## src/rtl/imm_gen_stage.sv

```systemverilog
// Registered RV immediate generator with a two-entry (main + skid) output buffer.
// Optional CSR zimm decode is enabled by defining IMM_GEN_ZICSR_EN.
module imm_gen_stage #(
   parameter int XLEN        = 64,
   parameter int TAG_W       = 8,
   parameter int BR_BYTE_OFS = 0
) (
   input  logic             clk_i,
   input  logic             rst_i,
   input  logic             flush_i,
   input  logic             in_valid_i,
   output logic             in_ready_o,
   input  logic [31:0]      inst_i,
   input  logic [TAG_W-1:0] tag_i,
   output logic             out_valid_o,
   input  logic             out_ready_i,
   output logic [XLEN-1:0]  imm_o,
   output logic [2:0]       imm_type_o,
   output logic [TAG_W-1:0] tag_o
);

   localparam logic [2:0] T_NONE = 3'd0;
   localparam logic [2:0] T_I    = 3'd1;
   localparam logic [2:0] T_S    = 3'd2;
   localparam logic [2:0] T_B    = 3'd3;
   localparam logic [2:0] T_U    = 3'd4;
   localparam logic [2:0] T_J    = 3'd5;
   localparam logic [2:0] T_Z    = 3'd6;

   typedef enum logic [1:0] {ST_EMPTY, ST_FULL, ST_SKID} state_e;

   state_e             state_q;
   logic               in_ready_q;
   logic               m_valid_q, k_valid_q;
   logic [XLEN-1:0]    m_imm_q, k_imm_q;
   logic [2:0]         m_type_q, k_type_q;
   logic [TAG_W-1:0]   m_tag_q, k_tag_q;

   logic [31:0]        imm32;
   logic [XLEN-1:0]    imm_d;
   logic [2:0]         type_d;
   logic               in_fire, out_fire;

   // Every format fits in 32 bits even after the optional branch shift,
   // so build it sign-extended to 32 and widen once.
   always_comb begin
      imm32  = '0;
      type_d = T_NONE;
      case (inst_i[6:0])
         7'b0010011, 7'b0000011, 7'b1100111: begin
            imm32  = {{20{inst_i[31]}}, inst_i[31:20]};
            type_d = T_I;
         end
         7'b0011011: begin
            if (XLEN == 64) begin
               imm32  = {{20{inst_i[31]}}, inst_i[31:20]};
               type_d = T_I;
            end
         end
         7'b0100011: begin
            imm32  = {{20{inst_i[31]}}, inst_i[31:25], inst_i[11:7]};
            type_d = T_S;
         end
         7'b1100011: begin
            if (BR_BYTE_OFS != 0)
               imm32 = {{19{inst_i[31]}}, inst_i[31], inst_i[7], inst_i[30:25], inst_i[11:8], 1'b0};
            else
               imm32 = {{20{inst_i[31]}}, inst_i[31], inst_i[7], inst_i[30:25], inst_i[11:8]};
            type_d = T_B;
         end
         7'b0110111, 7'b0010111: begin
            imm32  = {inst_i[31:12], 12'b0};
            type_d = T_U;
         end
         7'b1101111: begin
            if (BR_BYTE_OFS != 0)
               imm32 = {{11{inst_i[31]}}, inst_i[31], inst_i[19:12], inst_i[20], inst_i[30:21], 1'b0};
            else
               imm32 = {{12{inst_i[31]}}, inst_i[31], inst_i[19:12], inst_i[20], inst_i[30:21]};
            type_d = T_J;
         end
`ifdef IMM_GEN_ZICSR_EN
         7'b1110011: begin
            if (inst_i[14]) begin
               imm32  = {27'b0, inst_i[19:15]};
               type_d = T_Z;
            end
         end
`endif
         default: begin
            imm32  = '0;
            type_d = T_NONE;
         end
      endcase
      imm_d = XLEN'($signed(imm32));
   end

   assign in_fire  = in_valid_i & in_ready_q;
   assign out_fire = m_valid_q & out_ready_i;

   always_ff @(posedge clk_i or posedge rst_i) begin
      if (rst_i) begin
         state_q    <= ST_EMPTY;
         in_ready_q <= 1'b1;
         m_valid_q  <= 1'b0;
         k_valid_q  <= 1'b0;
         m_imm_q    <= '0;
         m_type_q   <= '0;
         m_tag_q    <= '0;
         k_imm_q    <= '0;
         k_type_q   <= '0;
         k_tag_q    <= '0;
      end else if (flush_i) begin
         state_q    <= ST_EMPTY;
         in_ready_q <= 1'b1;
         m_valid_q  <= 1'b0;
         k_valid_q  <= 1'b0;
      end else begin
         case (state_q)
            ST_EMPTY: begin
               if (in_fire) begin
                  m_imm_q   <= imm_d;
                  m_type_q  <= type_d;
                  m_tag_q   <= tag_i;
                  m_valid_q <= 1'b1;
                  state_q   <= ST_FULL;
               end
            end
            ST_FULL: begin
               if (in_fire && out_fire) begin
                  m_imm_q  <= imm_d;
                  m_type_q <= type_d;
                  m_tag_q  <= tag_i;
               end else if (in_fire) begin
                  k_imm_q    <= imm_d;
                  k_type_q   <= type_d;
                  k_tag_q    <= tag_i;
                  k_valid_q  <= 1'b1;
                  in_ready_q <= 1'b0;
                  state_q    <= ST_SKID;
               end else if (out_fire) begin
                  m_valid_q <= 1'b0;
                  state_q   <= ST_EMPTY;
               end
            end
            ST_SKID: begin
               if (out_fire) begin
                  m_imm_q    <= k_imm_q;
                  m_type_q   <= k_type_q;
                  m_tag_q    <= k_tag_q;
                  k_valid_q  <= 1'b0;
                  in_ready_q <= 1'b1;
                  state_q    <= ST_FULL;
               end
            end
            default: begin
               state_q    <= ST_EMPTY;
               in_ready_q <= 1'b1;
               m_valid_q  <= 1'b0;
               k_valid_q  <= 1'b0;
            end
         endcase
      end
   end

   assign in_ready_o  = in_ready_q;
   assign out_valid_o = m_valid_q;
   assign imm_o       = m_imm_q;
   assign imm_type_o  = m_type_q;
   assign tag_o       = m_tag_q;

endmodule

```

## config.mk

```make
export PLATFORM = sky130hd
export DESIGN_NAME = imm_gen_stage
export DESIGN_NICKNAME = d
export VERILOG_FILES = /design/src/rtl/imm_gen_stage.sv
export SDC_FILE = /design/constraint.sdc
export NUM_CORES = 1
export LEC_CHECK = 0
export ABC_CLOCK_PERIOD_IN_PS = 4200
export CAP_MARGIN = 30
export CORE_UTILIZATION = 44
export DETAILED_ROUTE_END_ITERATION = 7
export PLACE_DENSITY = 0.8
export SYNTH_ARGS = -nofsm -noshare
export SYNTH_HDL_FRONTEND = slang
export SYNTH_SLANG_ARGS = --single-unit
```

## constraint.sdc

```tcl
create_clock -name clk_i -period 4.2 [get_ports clk_i]
set_input_delay 0.84 -clock clk_i [delete_from_list [all_inputs] [get_ports clk_i]]
set_output_delay 0.84 -clock clk_i [all_outputs]
set_load 0.05 [all_outputs]
```

==> impl_metrics.py, run 1 <==
metrics = {
    "power_and_ir_drop": {
        "ir_drop_mv": 0.268,
        "p_leak_nw": 2.38,
        "power_density_nw_per_um2": 521,
    },
    "setup_path": {
        "crit_arrival_ps": 3320,
        "critical-path-max-stage-delay_ps": 740,
        "cp-start-kind": "input pin",
        "critical_path.endpoint_type": "flop",
        "crit_chain": "clkdlybuf4s50_1 > nand2_1 > a2111oi_4 > or2_2 > mux2_2",
        "regToRegSetupSlack_ps": 1540,
        "r2r_start": "in_ready_o",
        "r2r_end": "imm_type_o[2]",
        "crit_path_top_delay_cell": "a2111oi_4",
        "critPathMaxFanout": 37,
        "required_ps": 4450,
        "rr_worst_depth": 4,
        "crit_type": "in2reg",
    },
    "hold_path": {
        "min_from": "k_tag_q[2]",
        "whs_endpoint": "k_tag_q[2]",
        "hp-class": "reg2reg",
        "hold_depth": 2,
    },
    "synth": {
        "async_flop_share_pct": 100,
        "synth_edf_count": 0,
        "syn-instance-count": 486,
        "synth_ff_type": "dfrtp_1",
        "yosys_warnings": 0,
        "ys_seq_area_share_pct": 49.2,
        "postSynthAreaPerCell_um2": 9.41,
        "syn_nets": 531,
        "syn-cell-area_um2": 4580,
        "ys_ff_latch": 90,
        "synth_cell_types": 53,
    },
    "floorplanning": {
        "die-area_um2": 10800,
        "initial_core_util_pct": 46.2,
        "num_io_pins": 122,
        "rows": 36,
        "fp.dieH_um": 104,
        "die_w_um": 104,
        "core-area_um2": 9910,
    },
    "layout": {
        "fillers": 868,
        "drive_gt1_share_pct": 8.36,
        "seqCellArea_um2": 2250,
        "diodes": 0,
        "fin_util_pct": 58.4,
        "final_design_area_no_fill_um2": 5790,
        "layout.nets": 603,
        "syn2layout_area_growth_pct": 26.5,
        "multiInputGateArea_um2": 1900,
    },
    "cts": {
        "cts_tree": "built",
        "root_buffer": "clkbuf_8",
        "cts_buffers": 9,
        "cts_setup_buffers": 0,
        "clkLatencyLatePin_ps": 350,
        "clockBufferDepth": 2,
        "holdBufCountCts": 0,
        "h-tree-depth": 3,
        "clkSinkCount": 90,
        "cts_resized": 0,
        "cts.clk_slew.worst_paths_ps": 90,
    },
    "timing": {
        "min_period_over_period_pct": 73.1,
        "fin_worst_skew_ps": 9.33,
        "setup_viol": 0,
        "max_slew_margin_pct": 43.1,
        "rsz0062_at_grt": "false",
        "tns_ps": 0,
        "worst_pin_slew_ps": 854,
        "drv_slew": 0,
        "fmax_ghz": 0.326,
        "min_period_ps": 3070,
        "fin_ws_ps": 1130,
        "hold_viol": 0,
    },
    "status": {
        "status": "finished clean",
    },
    "routing": {
        "drc": 0,
        "dr_total_vias": 3828,
        "wl_per_cell_um": 15.7,
        "drt-initial-drc-count": 279,
        "firstDrtPassIters": 6,
        "vias_per_cell": 5.51,
        "ant_nets": 0,
        "wl_mm": 10.9,
    },
    "job": {
        "max-cap-violations": 0,
    },
    "global_route": {
        "antenna_found_initial": 0,
        "first_global_vias": 3561,
        "grt_pass1_wl_mm": 17.8,
        "grt_overflow": 0,
        "track_usage_pct": 20.7,
        "grt_max_degree": 56,
    },
    "place": {
        "gp_congestion": 0.891,
        "io_buffers": 121,
        "dp_slack_ps": 759,
        "hpwl_mm": 7.78,
        "placed_area_um2": 5600,
    },
}
==> metal layers <==
layer  up-vias  global-route usage [%]  part of all wire (%)
li1       1841                       -                     -
met1      1806                    26.6                    43
met2       165                    34.0                    48
met3        16                    5.26                   6.8
met4         0                    6.84                   1.4
met5         -                       0                     0
==> cell usage in the layout (no fill, tap or decap), types with 8 or more instances in the layout <==
| master | count |
|---|---|
| a22o_1 | 11 |
| clkbuf_8 | 10 |
| o21ai_0 | 23 |
| a21oi_1 | 9 |
| clkdlybuf4s50_1 | 121 |
| nor2_1 | 47 |
| dfrtp_1 | 89 |
| nand2_1 | 88 |
| mux2_2 | 8 |
| buf_4 | 8 |
| o21ai_1 | 16 |
| a22oi_1 | 8 |
| and3_1 | 12 |
| o2bb2ai_1 | 12 |
| a31oi_1 | 29 |
==> worst max path at each step <==
stage / startpoint / to / slack, ps / cells after the start
floorplan: rst_i / imm_o[0] / 1030 / 1
global placement: in_valid_i / imm_type_o[2] / 820 / 5
detailed placement: in_valid_i / imm_type_o[2] / 760 / 5
CTS: imm_o[62] / imm_o[31] / 1100 / 1
global route: imm_o[62] / imm_o[63] / 950 / 1
finish: in_valid_i / imm_type_o[2] / 1130 / 5
==> worst max-delay path: cells and delay by family <==
family / cells / cell delay [ps]
buf+inv: 1 / 470
mux: 1 / 400
compound gates: 1 / 740
simple gates: 2 / 850
==> stage by stage <==
| stage | std cells | hold slack, ps | power [W] |
|---|---|---|---|
| global placement | 679 | 456 | 0.00243 |
| finish | 695 | 481 | 0.00302 |
| CTS | 695 | 486 | 0.00304 |
| floorplan | 486 | 441 | 0.00210 |
| global route | 695 | 497 | 0.00317 |
| detailed placement | 680 | 467 | 0.00247 |
==> final cells by class <==
cell class	count	share of cell area (%)
sequential	90	38.9
multi-input combinational	326	32.8
tap	133	2.88
timing repair buffer	129	22.0
clock inverter	2	0.649
clock buffer	13	2.57
inverter	2	0.151
==> cell families (layout without fill, tap and decap cells) <==
| logic type | after synthesis | after routing | synth area share, % |
|---|---|---|---|
| AOI/OAI and AO/OA | 137 | 137 | 21.0 |
| buffers and inverters | 70 | 146 | 9.27 |
| DFF | 90 | 90 | 49.2 |
| muxes | 8 | 8 | 1.97 |
| and+or+nand+nor | 181 | 181 | 18.5 |
==> cell usage after synthesis (2+ instances only) <==
master	instances	area, µm²
a221o_1	6	60.1
nor2_1	48	180
a211oi_1	4	30.0
o22ai_1	4	25.0
nor2b_1	3	18.8
or2_2	3	18.8
buf_6	2	22.5
o21ai_1	16	80.1
o21ai_2	2	17.5
nand3_1	3	15.0
o2bb2ai_1	12	105
a222oi_1	5	50.1
nand3b_1	3	22.5
nor3_1	6	30.0
a21oi_1	9	45.0
nand2_1	88	330
a22oi_1	8	60.1
and3_1	12	75.1
o21ai_0	23	115
buf_4	33	248
buf_2	16	80.1
mux2_2	8	90.1
clkbuf_2	2	10.0
clkbuf_1	14	52.6
a31oi_1	29	181
a22o_1	11	96.3
dfrtp_1	89	2230
inv_1	2	7.51
==> state kept, by name (all words and copies together), names as in the netlist <==
name and flops:
in_ready_o 1, k_tag_q 8, imm_type_o 3, imm_o 32
k_type_q 3, out_valid_o 1, tag_o 8, k_imm_q 32
state_q 2
==> report_power, final <==
group          total [W]  switching, W  leakage (nW)  internal, W
Sequential       0.00126      0.000148          1.16      0.00111
Combinational    0.00118      0.000763          1.13     0.000420
Clock           0.000576      0.000287        0.0897     0.000289
Total            0.00302       0.00120          2.38      0.00182
(Power assumes the default switching activity.)
==> run 2: changes to the inputs <==
- ABC_CLOCK_PERIOD_IN_PS: 4200 -> 3100
- clock period: 4.2 -> 3.1 ns (I/O delays scaled with it)
==> impl_metrics.py, run 2 (synthesis gave the netlist of run 1 again) <==
metrics = {
    "setup_path": {
        "crit_family": "buffers and inverters",
        "cp-start-kind": "flop",
        "critical-path-max-stage-delay_ps": 860,
        "regToRegSetupSlack_ps": 670,
        "crit_buf_inv": 2,
        "critPathLaunch": "imm_o[62]",
        "critical_path.endpoint_type": "output port",
        "required_ps": 2480,
        "critPathMaxFanout": 33,
        "r2r_end": "tag_o[7]",
        "crit_type": "reg2out",
        "rr_worst_depth": 6,
        "crit_path_top_delay_cell": "clkdlybuf4s50_1",
        "crit_chain": "buf_4 > clkdlybuf4s50_1",
        "r2r_start": "state_q[1]",
        "crit_arrival_ps": 1910,
    },
    "power_and_ir_drop": {
        "p_int_w": 0.00255,
        "ir_drop_mv": 0.355,
        "p_leak_nw": 2.45,
        "p_clk_share_pct": 21.1,
        "seqPwrFrac_pct": 39.9,
        "swShare_pct": 39.8,
        "power_density_nw_per_um2": 716,
        "pwr-share-comb_pct": 39.0,
        "power_switching_w": 0.00169,
    },
    "layout": {
        "mostFrequentLayoutCells": "clkdlybuf4s50_1 (121), dfrtp_1 (89), nand2_1 (88)",
        "drive_gt1_share_pct": 10.3,
        "diodes": 0,
        "mostFrequentLayoutCell": "clkdlybuf4s50_1",
        "fin_util_pct": 59.8,
        "final_design_area_no_fill_um2": 5920,
        "layout.nets": 611,
        "syn2layout_area_growth_pct": 29.4,
    },
    "floorplanning": {
        "core-area_um2": 9910,
        "initial_core_util_pct": 46.2,
        "die_w_um": 104,
        "fp.dieH_um": 104,
        "die-area_um2": 10800,
        "num_io_pins": 122,
        "rows": 36,
    },
    "timing": {
        "min_period_ps": 2530,
        "hold_viol": 0,
        "worst_pin_slew_ps": 798,
        "tns_ps": 0,
        "hold_ws_ps": 480,
        "fmax_ghz": 0.395,
        "setup_viol": 0,
        "min_period_over_period_pct": 81.6,
        "max_slew_margin_pct": 46.4,
        "drv_slew": 0,
        "fin_ws_ps": 570,
        "rsz0062_at_grt": "false",
        "fin_worst_skew_ps": 10.9,
    },
    "global_route": {
        "grt_pass1_wl_mm": 19.0,
        "grt_overflow": 0,
        "grt_max_degree": 39,
        "antenna_found_initial": 0,
        "track_usage_pct": 22.2,
        "first_global_vias": 3742,
    },
    "cts": {
        "cts_setup_buffers": 0,
        "clkLatencyLatePin_ps": 370,
        "h-tree-depth": 3,
        "clkSinkCount": 90,
        "holdBufCountCts": 0,
        "cts_tree": "built",
        "cts_buffers": 9,
        "root_buffer": "clkbuf_8",
        "clockBufferDepth": 2,
        "cts.clk_slew.worst_paths_ps": 100,
        "cts_resized": 0,
    },
    "hold_path": {
        "min_from": "imm_o[18]",
        "hp-class": "reg2reg",
        "whs_endpoint": "imm_o[18]",
        "hold_depth": 2,
    },
    "status": {
        "status": "finished clean",
    },
    "routing": {
        "vias_per_cell": 5.68,
        "drc": 0,
        "dr_total_vias": 4001,
        "ant_nets": 0,
        "wl_mm": 11.6,
        "firstDrtPassIters": 7,
        "drt-initial-drc-count": 357,
        "wl_per_cell_um": 16.5,
    },
    "place": {
        "gp_congestion": 0.915,
        "io_buffers": 121,
        "placed_area_um2": 5700,
        "hpwl_mm": 8.35,
        "dp_slack_ps": 321,
    },
    "job": {
        "max-cap-violations": 0,
    },
}
-- run 2: worst max-delay path by stage --
| stage | endpoint | depth (start not counted) |
|---|---|---|
| after floorplan | imm_o[0] | 1 |
| after CTS | imm_o[44] | 2 |
| final | imm_o[44] | 2 |
| after global routing | imm_o[35] | 2 |
| after detailed placement | imm_o[11] | 7 |
| after global placement | imm_o[11] | 7 |
-- run 2: area by class of cell --
type,instances,area [µm²]
Fill cell,834,3990
Sequential cell,90,2250
Multi-Input combinational cell,326,1900
Timing Repair Buffer,137,1370
Tap cell,133,166
Clock buffer,9,124
Clock inverter,7,100
Inverter,2,8.76
-- run 2: metrics by stage --
stage               power, W  std cells
floorplan            0.00285        486
global placement     0.00332        688
detailed placement   0.00338        688
CTS                  0.00427        704
global route         0.00445        704
finish               0.00424        704
-- run 2: per-layer routing --
metal	GRT usage [%]	vias up	routed length [µm]
met5	0	-	0
met4	10.0	0	290
met3	3.51	23	751
met2	36.7	189	5620
met1	28.7	1932	4980
li1	-	1857	-
-- run 2: worst register-to-register path, cell delays in order, from the launching register on --
cell and delay (ps):
dfrtp_1 590, nand2b_1 420, nor3_1 380, or2_2 420, buf_4 320, nor2_1 80
a31oi_1 150
-- run 2: power by group through the flow --
stage | clock network, W | registers [W] | logic (W)
after floorplan | 0 | 0.00213 | 0.000712
after global placement | 0 | 0.00169 | 0.00162
after detailed placement | 0 | 0.00172 | 0.00166
after CTS | 0.000918 | 0.00169 | 0.00166
after global routing | 0.000959 | 0.00173 | 0.00176
final | 0.000895 | 0.00169 | 0.00165
==> run 3: changes to the inputs <==
- ABC_CLOCK_PERIOD_IN_PS: 3100 -> 2250
- PLACE_DENSITY: 0.8 -> 0.83
- clock period: 3.1 -> 2.25 ns (I/O delays scaled with it)
==> impl_metrics.py, run 3 (synthesis gave the netlist of run 1 again) <==
metrics = {
    "setup_path": {
        "crit_path_top_delay_cell": "clkdlybuf4s50_1",
        "required_ps": 1800,
        "r2r_start": "state_q[0]",
        "critical-path-max-stage-delay_ps": 800,
        "crit_family": "buffers and inverters",
        "crit_chain": "clkdlybuf4s50_1",
        "regToRegSetupSlack_ps": 150,
        "crit_buf_inv": 1,
        "crit_type": "reg2out",
        "r2r_end": "imm_o[30]",
        "critical_path.endpoint_type": "output port",
        "critPathMaxFanout": 4,
        "rr_worst_depth": 5,
        "cp-start-kind": "flop",
        "cp.depth": 1,
        "critPathLaunch": "in_ready_o",
        "endpoint": "in_ready_o",
        "crit_arrival_ps": 1710,
    },
    "timing": {
        "setup_viol": 0,
        "hold_viol": 0,
        "max_slew_margin_pct": 40.0,
        "drv_slew": 0,
        "worst_pin_slew_ps": 899,
        "fin_worst_skew_ps": 10.9,
        "min_period_ps": 2160,
        "rsz0062_at_grt": "false",
        "fmax_ghz": 0.464,
        "min_period_over_period_pct": 95.8,
    },
    "layout": {
        "mostFrequentLayoutCells": "dfrtp_1 (89), nand2_1 (88), clkdlybuf4s50_1 (88)",
        "fillers": 776,
        "diodes": 0,
        "mostFrequentLayoutCell": "dfrtp_1",
        "final_design_area_no_fill_um2": 6610,
        "layout.nets": 651,
        "fin_util_pct": 66.7,
        "syn2layout_area_growth_pct": 44.5,
        "drive_gt1_share_pct": 21.4,
    },
    "floorplanning": {
        "die-area_um2": 10800,
        "die_w_um": 104,
        "fp.dieH_um": 104,
        "rows": 36,
        "core-area_um2": 9910,
        "num_io_pins": 122,
        "initial_core_util_pct": 46.2,
    },
    "cts": {
        "cts_tree": "built",
        "root_buffer": "clkbuf_8",
        "cts_buffers": 9,
        "clkSinkCount": 90,
        "h-tree-depth": 3,
        "cts.clk_slew.worst_paths_ps": 80,
        "clockBufferDepth": 2,
        "clkLatencyLatePin_ps": 350,
    },
    "routing": {
        "ant_nets": 0,
        "dr_total_vias": 4118,
        "wl_mm": 12.2,
        "vias_per_cell": 5.53,
        "firstDrtPassIters": 6,
        "wl_per_cell_um": 16.4,
        "drt-initial-drc-count": 215,
        "drc": 0,
    },
    "global_route": {
        "grt_max_degree": 91,
        "grt_pass1_wl_mm": 19.9,
        "track_usage_pct": 22.9,
        "antenna_found_initial": 0,
        "grt_overflow": 0,
        "first_global_vias": 4054,
    },
    "power_and_ir_drop": {
        "power_density_nw_per_um2": 904,
        "p_leak_nw": 2.80,
        "ir_drop_mv": 0.464,
    },
    "place": {
        "io_buffers": 121,
        "hpwl_mm": 8.97,
        "gp_congestion": 0.884,
        "placed_area_um2": 6390,
    },
    "job": {
        "max-cap-violations": 0,
    },
    "hold_path": {
        "hp-class": "reg2reg",
    },
    "status": {
        "status": "finished clean",
    },
}
## run 3: cell types whose count changed in the layout (fill, tap and decap cells not counted), moves of 2 or more
cell | before | now
clkbuf_8 | 9 | 11
buf_12 | 3 | 41
buf_4 | 13 | 47
inv_6 | 2 | 0
clkdlybuf4s50_1 | 121 | 88
## run 3: cell type report
type                    count  area (µm²)  share of cell area, %
inverters                   2        11.3                  0.170
repair buffers            177        2070                   31.3
clock buffers              12         155                   2.35
flip-flops and latches     90        2250                   34.1
multi-input cells         326        1910                   28.9
well taps                 133         166                   2.52
clock inverters             4        50.0                  0.757
## run 3: timing repair
action	CTS	global route
resized for setup	0	2
hold endpoints to repair	0	0
hold buffers	0	0
endpoints found under the setup margin	0	12
buffers inserted	0	0
## run 3: power by group
group / internal (W) / total (W) / switching [W]
sequential: 0.00207 / 0.00233 / 0.000264
combinational: 0.000989 / 0.00250 / 0.00151
clock: 0.000573 / 0.00114 / 0.000568
total: 0.00363 / 0.00598 / 0.00234
## run 3: routing by layer
layer	vias up	global-route usage [%]	share of wire [%]
met5	-	0	0
met1	1977	29.4	44
met2	175	38.1	47
met4	0	10.0	2.7
met3	28	3.82	5.9
li1	1938	-	-
## run 3: worst min-delay path by stage
stage          cells past startpoint  slack [ps]   startpoint           to
2_1_floorplan                      2         440  k_type_q[0]  k_type_q[0]
3_3_place_gp                       2         450  k_type_q[0]  k_type_q[0]
3_5_place_dp                       2         470   k_tag_q[0]   k_tag_q[0]
4_1_cts                            2         490  k_type_q[0]  k_type_q[0]
5_1_grt                            2         510  k_type_q[0]  k_type_q[0]
6_report                           2         480  k_type_q[0]  k_type_q[0]
## run 3: per-stage QoR
step / setup WS, ps / total power [W] / cells / hold slack, ps / setup TNS (ps)
after floorplan: 88.2 / 0.00392 / 486 / 441 / 0
after global placement: -186 / 0.00479 / 728 / 455 / -5790
after detailed placement: -271 / 0.00488 / 728 / 467 / -8630
after CTS: 53.5 / 0.00601 / 744 / 488 / 0
after global routing: 1.11 / 0.00627 / 744 / 512 / 0
final: 94.7 / 0.00598 / 744 / 480 / 0
